File: src/rtl/fetch_unit.sv
// rtl/fetch_unit.sv - instruction fetch FSM with one outstanding request and redirect handling
module fetch_unit #(
    parameter int                    DATA_WIDTH = 32,
    parameter logic [DATA_WIDTH-1:0] RESET_PC   = '0
) (
    input  logic                  clk,
    input  logic                  rst_n,
    input  logic                  pc_sel,
    input  logic [DATA_WIDTH-1:0] pc_target,
    output logic                  imem_req_valid,
    input  logic                  imem_req_ready,
    output logic [DATA_WIDTH-1:0] imem_req_addr,
    input  logic                  imem_rsp_valid,
    input  logic [DATA_WIDTH-1:0] imem_rsp_data,
    output logic                  instr_valid,
    input  logic                  instr_ready,
    output logic [DATA_WIDTH-1:0] instr,
    output logic [DATA_WIDTH-1:0] instr_pc,
    output logic [31:0]           fetch_count
);

    typedef enum logic [1:0] {
        ST_REQ  = 2'd0,
        ST_WAIT = 2'd1,
        ST_HOLD = 2'd2
    } state_t;

    localparam logic [DATA_WIDTH-1:0] ALIGN_MASK = {{(DATA_WIDTH-2){1'b1}}, 2'b00};

    state_t                state_q, state_d;
    logic [DATA_WIDTH-1:0] pc_q, pc_d;
    logic                  discard_q, discard_d;
    logic [DATA_WIDTH-1:0] instr_q, instr_d;
    logic [DATA_WIDTH-1:0] instr_pc_q, instr_pc_d;
    logic [31:0]           fetch_count_q, fetch_count_d;

    always_ff @(posedge clk or negedge rst_n) begin
        if (!rst_n) begin
            state_q       <= ST_REQ;
            pc_q          <= RESET_PC & ALIGN_MASK;
            discard_q     <= 1'b0;
            instr_q       <= '0;
            instr_pc_q    <= '0;
            fetch_count_q <= '0;
        end else begin
            state_q       <= state_d;
            pc_q          <= pc_d;
            discard_q     <= discard_d;
            instr_q       <= instr_d;
            instr_pc_q    <= instr_pc_d;
            fetch_count_q <= fetch_count_d;
        end
    end

    always_comb begin
        state_d       = state_q;
        pc_d          = pc_q;
        discard_d     = discard_q;
        instr_d       = instr_q;
        instr_pc_d    = instr_pc_q;
        fetch_count_d = fetch_count_q;

        case (state_q)
            ST_REQ: begin
                if (imem_req_ready) begin
                    state_d   = ST_WAIT;
                    discard_d = pc_sel;
                end
            end
            ST_WAIT: begin
                if (imem_rsp_valid) begin
                    discard_d = 1'b0;
                    // A redirect seen now or earlier makes this response stale
                    if (discard_q || pc_sel) begin
                        state_d = ST_REQ;
                    end else begin
                        state_d    = ST_HOLD;
                        instr_d    = imem_rsp_data;
                        instr_pc_d = pc_q;
                    end
                end else if (pc_sel) begin
                    discard_d = 1'b1;
                end
            end
            ST_HOLD: begin
                if (pc_sel) begin
                    state_d = ST_REQ;
                end else if (instr_ready) begin
                    state_d       = ST_REQ;
                    pc_d          = pc_q + DATA_WIDTH'(4);
                    fetch_count_d = fetch_count_q + 32'd1;
                end
            end
            default: begin
                state_d = ST_REQ;
            end
        endcase

        if (pc_sel) begin
            pc_d = pc_target & ALIGN_MASK;
        end
    end

    // Reset gating keeps the request low while rst_n is held even though the state is REQ
    assign imem_req_valid = rst_n && (state_q == ST_REQ);
    assign imem_req_addr  = pc_q;
    assign instr_valid    = (state_q == ST_HOLD);
    assign instr          = instr_q;
    assign instr_pc       = instr_pc_q;
    assign fetch_count    = fetch_count_q;

endmodule

File: config.mk
export PLATFORM = sky130hd
export DESIGN_NAME = fetch_unit
export DESIGN_NICKNAME = d
export VERILOG_FILES = /design/src/rtl/fetch_unit.sv
export SDC_FILE = /design/constraint.sdc
export NUM_CORES = 1
export LEC_CHECK = 0
export ABC_CLOCK_PERIOD_IN_PS = 2800
export BUFFER_PORTS_ARGS = -buffer_cell sky130_fd_sc_hd__buf_4
export CAP_MARGIN = 20
export CELL_PAD_IN_SITES_DETAIL_PLACEMENT = 1
export CELL_PAD_IN_SITES_GLOBAL_PLACEMENT = 2
export CORE_ASPECT_RATIO = 2
export CORE_MARGIN = 5
export CORE_UTILIZATION = 31
export DETAILED_ROUTE_END_ITERATION = 10
export HOLD_SLACK_MARGIN = 0.12
export PLACE_DENSITY_LB_ADDON = 0.1
export SLEW_MARGIN = 0
export SYNTH_ARGS = -nofsm -noshare
export SYNTH_HDL_FRONTEND = slang
export SYNTH_SLANG_ARGS = --single-unit
File: constraint.sdc
create_clock -name clk -period 2.8 [get_ports clk]
set_input_delay 0.14 -clock clk [delete_from_list [all_inputs] [get_ports clk]]
set_output_delay 0.14 -clock clk [all_outputs]
set_load 0.02 [all_outputs]
==> Word level (Yosys, flattened, before mapping) <==
Index checks and enable logic that the tools add are counted.
{ "word_totals": {"n_memories": 0, "mem_bits_ro": 0, "regBits": 131, "latch_bits": 0, "output_inout_bits": 130, "wordCells": 40, "ramBits": 0} }
{ "classes": {"n_addsub": 2, "n_lt_le_gt_ge": 0, "muxes": 13, "n_eq_ne": 6, "shifts": 0, "mul": 0, "reduce_logical": 11, "n_div": 0, "n_bitwise": 2} }
{ "op_table": {"columns": ["operator", "count"], "rows": [
  ["$mux W32", 3],
  ["$add A32 B1 Y32 const B", 1],
  ["$add A32 B3 Y32 const B", 1],
  ["$reduce_and A3 Y1", 4],
  ["$mux W2", 5],
  ["$pmux W2 S3", 1],
  ["$reduce_bool A2 Y1", 3],
  ["$ne A2 B2 Y1 const B", 2],
  ["$mux W1", 3],
  ["$ne A3 B2 Y1 const B", 1],
  ["$ne A3 B3 Y1 const B", 1],
  ["$eq A2 B1 Y1 const B", 1],
  ["$eq A2 B2 Y1 const B", 1],
  ["$logic_not A2 Y1", 1],
  ["$not A1 Y1", 2],
  ["$pmux W1 S2", 1],
  ["$reduce_and A2 Y1", 1],
  ["$logic_and A1 B1 Y1", 1],
  ["$logic_or A1 B1 Y1", 1]
]} }

==> Longest topological paths before layout <==
{ "logic_depth": {"ltp_word": 4, "mapped_depth": 7} }

==> Least setup slack after synthesis <==
OpenSTA, ideal clock, no wires.
{ "synth_timing": {"path_type": "register -> register", "startpoint": "register pc_q[2] (netlist: imem_req_addr[2])", "endpoint": "register pc_q[30] (netlist: imem_req_addr[30])", "arrival_ns": 2.141, "slack_ns": 0.590, "stages_incl_launch_ff": 7, "synth_period_minus_slack_ns": 2.210, "required_ns": 2.731, "cell_sequence": "dfrtp_1 ha_1 nand4b_4 or4_4 buf_6 or4b_1 nand3_1"} }
{ "synth_between": {"elab_chain_len": 4} }
{ "synth_lines": {"columns": ["item", "line_no", "text"], "rows": [
  ["start: declaration", "31", "logic [DATA_WIDTH-1:0] pc_q, pc_d;"],
  ["start signal: assignment", "40", "pc_q <= RESET_PC & ALIGN_MASK;"],
  ["start signal: assignment", "47", "pc_q <= pc_d;"],
  ["$add A32 B3 Y32", "90", "pc_d = pc_q + DATA_WIDTH'(4);"],
  ["$mux W32", "88", "end else if (instr_ready) begin"],
  ["$mux W32", "63", "case (state_q)"],
  ["$mux W32", "99", "if (pc_sel) begin"]
]} }
No other way between the ends. The select of a mux whose other input is x is not followed.
A chain may end at the register's enable or synchronous reset.

==> Final worst setup path <==
{ "layout_timing": {"startpoint": "register pc_q[2] (netlist: imem_req_addr[2])", "endpoint": "register pc_q[28] (netlist: imem_req_addr[28])"} }
The elaborated chain is that of the path after synthesis.

==> results_dict.tcl <==
set metrics [dict create \
    placed_cells 884 \
    die_h_um 203 \
    yosysTopAreaCell "dfrtp_1" \
    power.total_w 0.00735 \
    vdd_drop_max_mv 0.399 \
    critPathMaxFanout 12 \
    grt_max_degree 82 \
    antenna_left 0 \
    grt_pass1_wl_um 30900 \
    ios 200 \
    vias 4984 \
    dp_hpwl_um 14200 \
    finalWeightedCongestion 0.772 \
    max-clock-path-buffers 2 \
    grtUsageMet3_pct 3.45 \
    status "complete, no violations" \
    synth_common_cells "dfrtp_1 (127), mux2_2 (63), nand2_1 (35)" \
    p_leak_nw 4.05 \
    maxCapViolations 0 \
    setup_viol_count_final 0 \
    end_kind "flip-flop" \
    numCtsBuffers 17 \
    die-area_sq_um 21700 \
    dp_slack_ns 0.549 \
    synth_cell_types 45 \
    wl_um 19500 \
    r2r-start "imem_req_addr[2]" \
    synth.most_common_cell "dfrtp_1" \
    p_sw_share_pct 32.7 \
    p_switching_w 0.00240 \
    grt_overflow_total 0 \
    setup_tns_ns 0 \
    critPathKind "flip-flop to flip-flop" \
    hold_path.class "input port to flip-flop" \
    first_pass_iters 4 \
    cts_resized 0 \
    hold_viol 0 \
    drive_above_1_share_pct 39.2 \
    powerDensity_nw_per_um2 843 \
    grt_busiest_layer "met2" \
    drt_iter0_drc 114 \
    synth_cells 496 \
    tightest_slew_ns 0.529 \
    synthToLayoutAreaGrowth_pct 50.2 \
    min_path_cells 3 \
    avgRoutedWirePerCell_um 19.8 \
    num-nets-final 826 \
    startpoint_type "flip-flop" \
    cts_root_buffer "clkbuf_16" \
    min_period_over_period_pct 81.7 \
    fin_worst_skew_ns 0.00945 \
    cp.required_ns 3.14 \
    clock_power_share_pct 30.6 \
    drt-vias-per-instance 5.07 \
    grt_use_met1_pct 18.4 \
    cts_tree "built" \
    synth_top_area_share_pct 54.8 \
    setup_ws_ns 0.511 \
    reg2reg_depth 5 \
    drc 0 \
    ys_ff_latch 127 \
    fill_cells 1989 \
    portBuffers 193 \
    worstHoldEndpoint "imem_req_addr[6]" \
    min-delay-start "pc_sel" \
    clk_pin_slew_worst_paths_ns 0.06 \
    final_cells 984 \
    yosysWarnings 0 \
    slew_violations 0 \
    whs_ns 0.174 \
    startpoint "imem_req_addr[2]" \
    cts_max_level 4 \
    power_frac_seq_pct 36.7 \
    clk_latency_ns 0.42 \
    r2r_slack_ns 0.51 \
    synthArstFlopShare_pct 100 \
    cts_sinks 127 \
    intPower_w 0.00495 \
    grtUsageTotal_pct 18.3 \
    rows 70 \
    syn_area_sq_um 5800 \
    cp.arrival_ns 2.63 \
    max_freq_mhz 437 \
    reg2reg_to "imem_req_addr[28]" \
    power_frac_comb_pct 32.6 \
    max_slew_margin_pct 64.6 \
    fin_crit_ns 2.29 \
    synth-edff-count 0 \
    fp.dieW_um 107 \
    synthTopCellsByArea "dfrtp_1 (55%), mux2_2 (12%), xnor2_1 (3.5%), xor2_1 (2.9%), nand4_1 (2.5%)" \
    core_sq_um 18400 \
    rsz0062_at_grt "false" \
    seq_area_frac_synth_pct 54.8 \
    antenna_found_initial 2 \
    met2_usage_pct 34.9 \
    grt_pass1_vias 5660 \
    start_util_pct 31.5 \
    avgSynthCellArea_sq_um 11.7 \
    ys.flop_type "dfrtp_1" \
]
## power groups by stage
stage / sequential (W) / clock (W) / combinational (W)
2_1_floorplan: 0.00330 / 0 / 0.000578
3_3_place_gp: 0.00269 / 0 / 0.00231
3_5_place_dp: 0.00273 / 0 / 0.00235
4_1_cts: 0.00270 / 0.00232 / 0.00243
5_1_grt: 0.00278 / 0.00241 / 0.00253
6_report: 0.00270 / 0.00225 / 0.00240
## worst max-delay path by stage
stage / end / slack, ns / depth (start not counted)
after global routing: imem_req_addr[28] / 0.37 / 5
after floorplan: imem_req_addr[30] / 0.59 / 6
after global placement: imem_req_addr[28] / 0.56 / 5
after detailed placement: imem_req_addr[26] / 0.55 / 5
after CTS: imem_req_addr[28] / 0.50 / 5
final: imem_req_addr[28] / 0.51 / 5
## sequential cells by signal, summed over array words and instances (netlist names)
signal,flops
imem_req_addr,30
instr_pc,30
discard_q,1
state_q,2
instr,32
fetch_count,32
## layer usage
metal | wire length (um) | vias up
li1 | - | 2317
met1 | 6730 | 2502
met2 | 11300 | 129
met3 | 734 | 36
met4 | 738 | 0
met5 | 0 | -
## critical path: stages, from the launching register on
cell and delay (ns):
dfrtp_1 0.48, ha_1 0.30, nand4b_4 0.17, or4_4 0.65
or4_1 0.45, a31oi_1 0.17
## cell families (layout without fill, tap and decap cells)
kind of cell    count (synthesis)  count (layout)  synth area share (%)
simple gates                  171             171                  17.2
flops                         127             127                  54.8
mux                            65              65                  12.6
compound gates                 49              49                  5.48
xor+xnor                       42              42                  6.34
buf+inv                        39             306                  3.15
fa+ha+maj                       2               2                 0.431
other cells                     1               6                0.0646
## stage by stage
| stage | area (sq um) | util, % |
|---|---|---|
| global route | 8710 | 47.4 |
| global placement | 7440 | 40.5 |
| detailed placement | 7440 | 40.5 |
| finish | 8710 | 47.4 |
| floorplan | 5810 | - |
| CTS | 8710 | 47.4 |
## area by class of cell
class | count | area, sq um | area share (%)
well taps | 216 | 270 | 3.10
diodes | 2 | 5.00 | 0.0574
repair buffers | 265 | 2170 | 24.9
inverters | 10 | 37.5 | 0.431
clock inverters | 11 | 140 | 1.61
flip-flops and latches | 127 | 3180 | 36.5
multi-input cells | 333 | 2450 | 28.2
clock buffers | 20 | 457 | 5.24
## layout by cell type, fill, tap and decap left out, drive strengths merged, types with 3 or more instances in the layout
master / count
a31oi: 15
and2: 3
and3: 7
and4: 9
buf: 198
bufinv: 3
clkbuf: 20
clkinv: 4
clkinvlp: 4
conb: 4
dfrtp: 127
dlygate4sd3: 67
inv: 10
mux2: 63
nand2: 35
nand3: 17
nand4: 23
nor2: 26
nor3: 8
nor4: 8
o21ai: 17
o31ai: 9
or3: 7
or4: 14
or4b: 3
xnor2: 23
xor2: 19
## timing repair
item                      CTS  global route
setup buffers               0             0
hold endpoints to repair  111             0
hold buffers               67             0
Note: power is estimated with default switching activity, not from simulation.
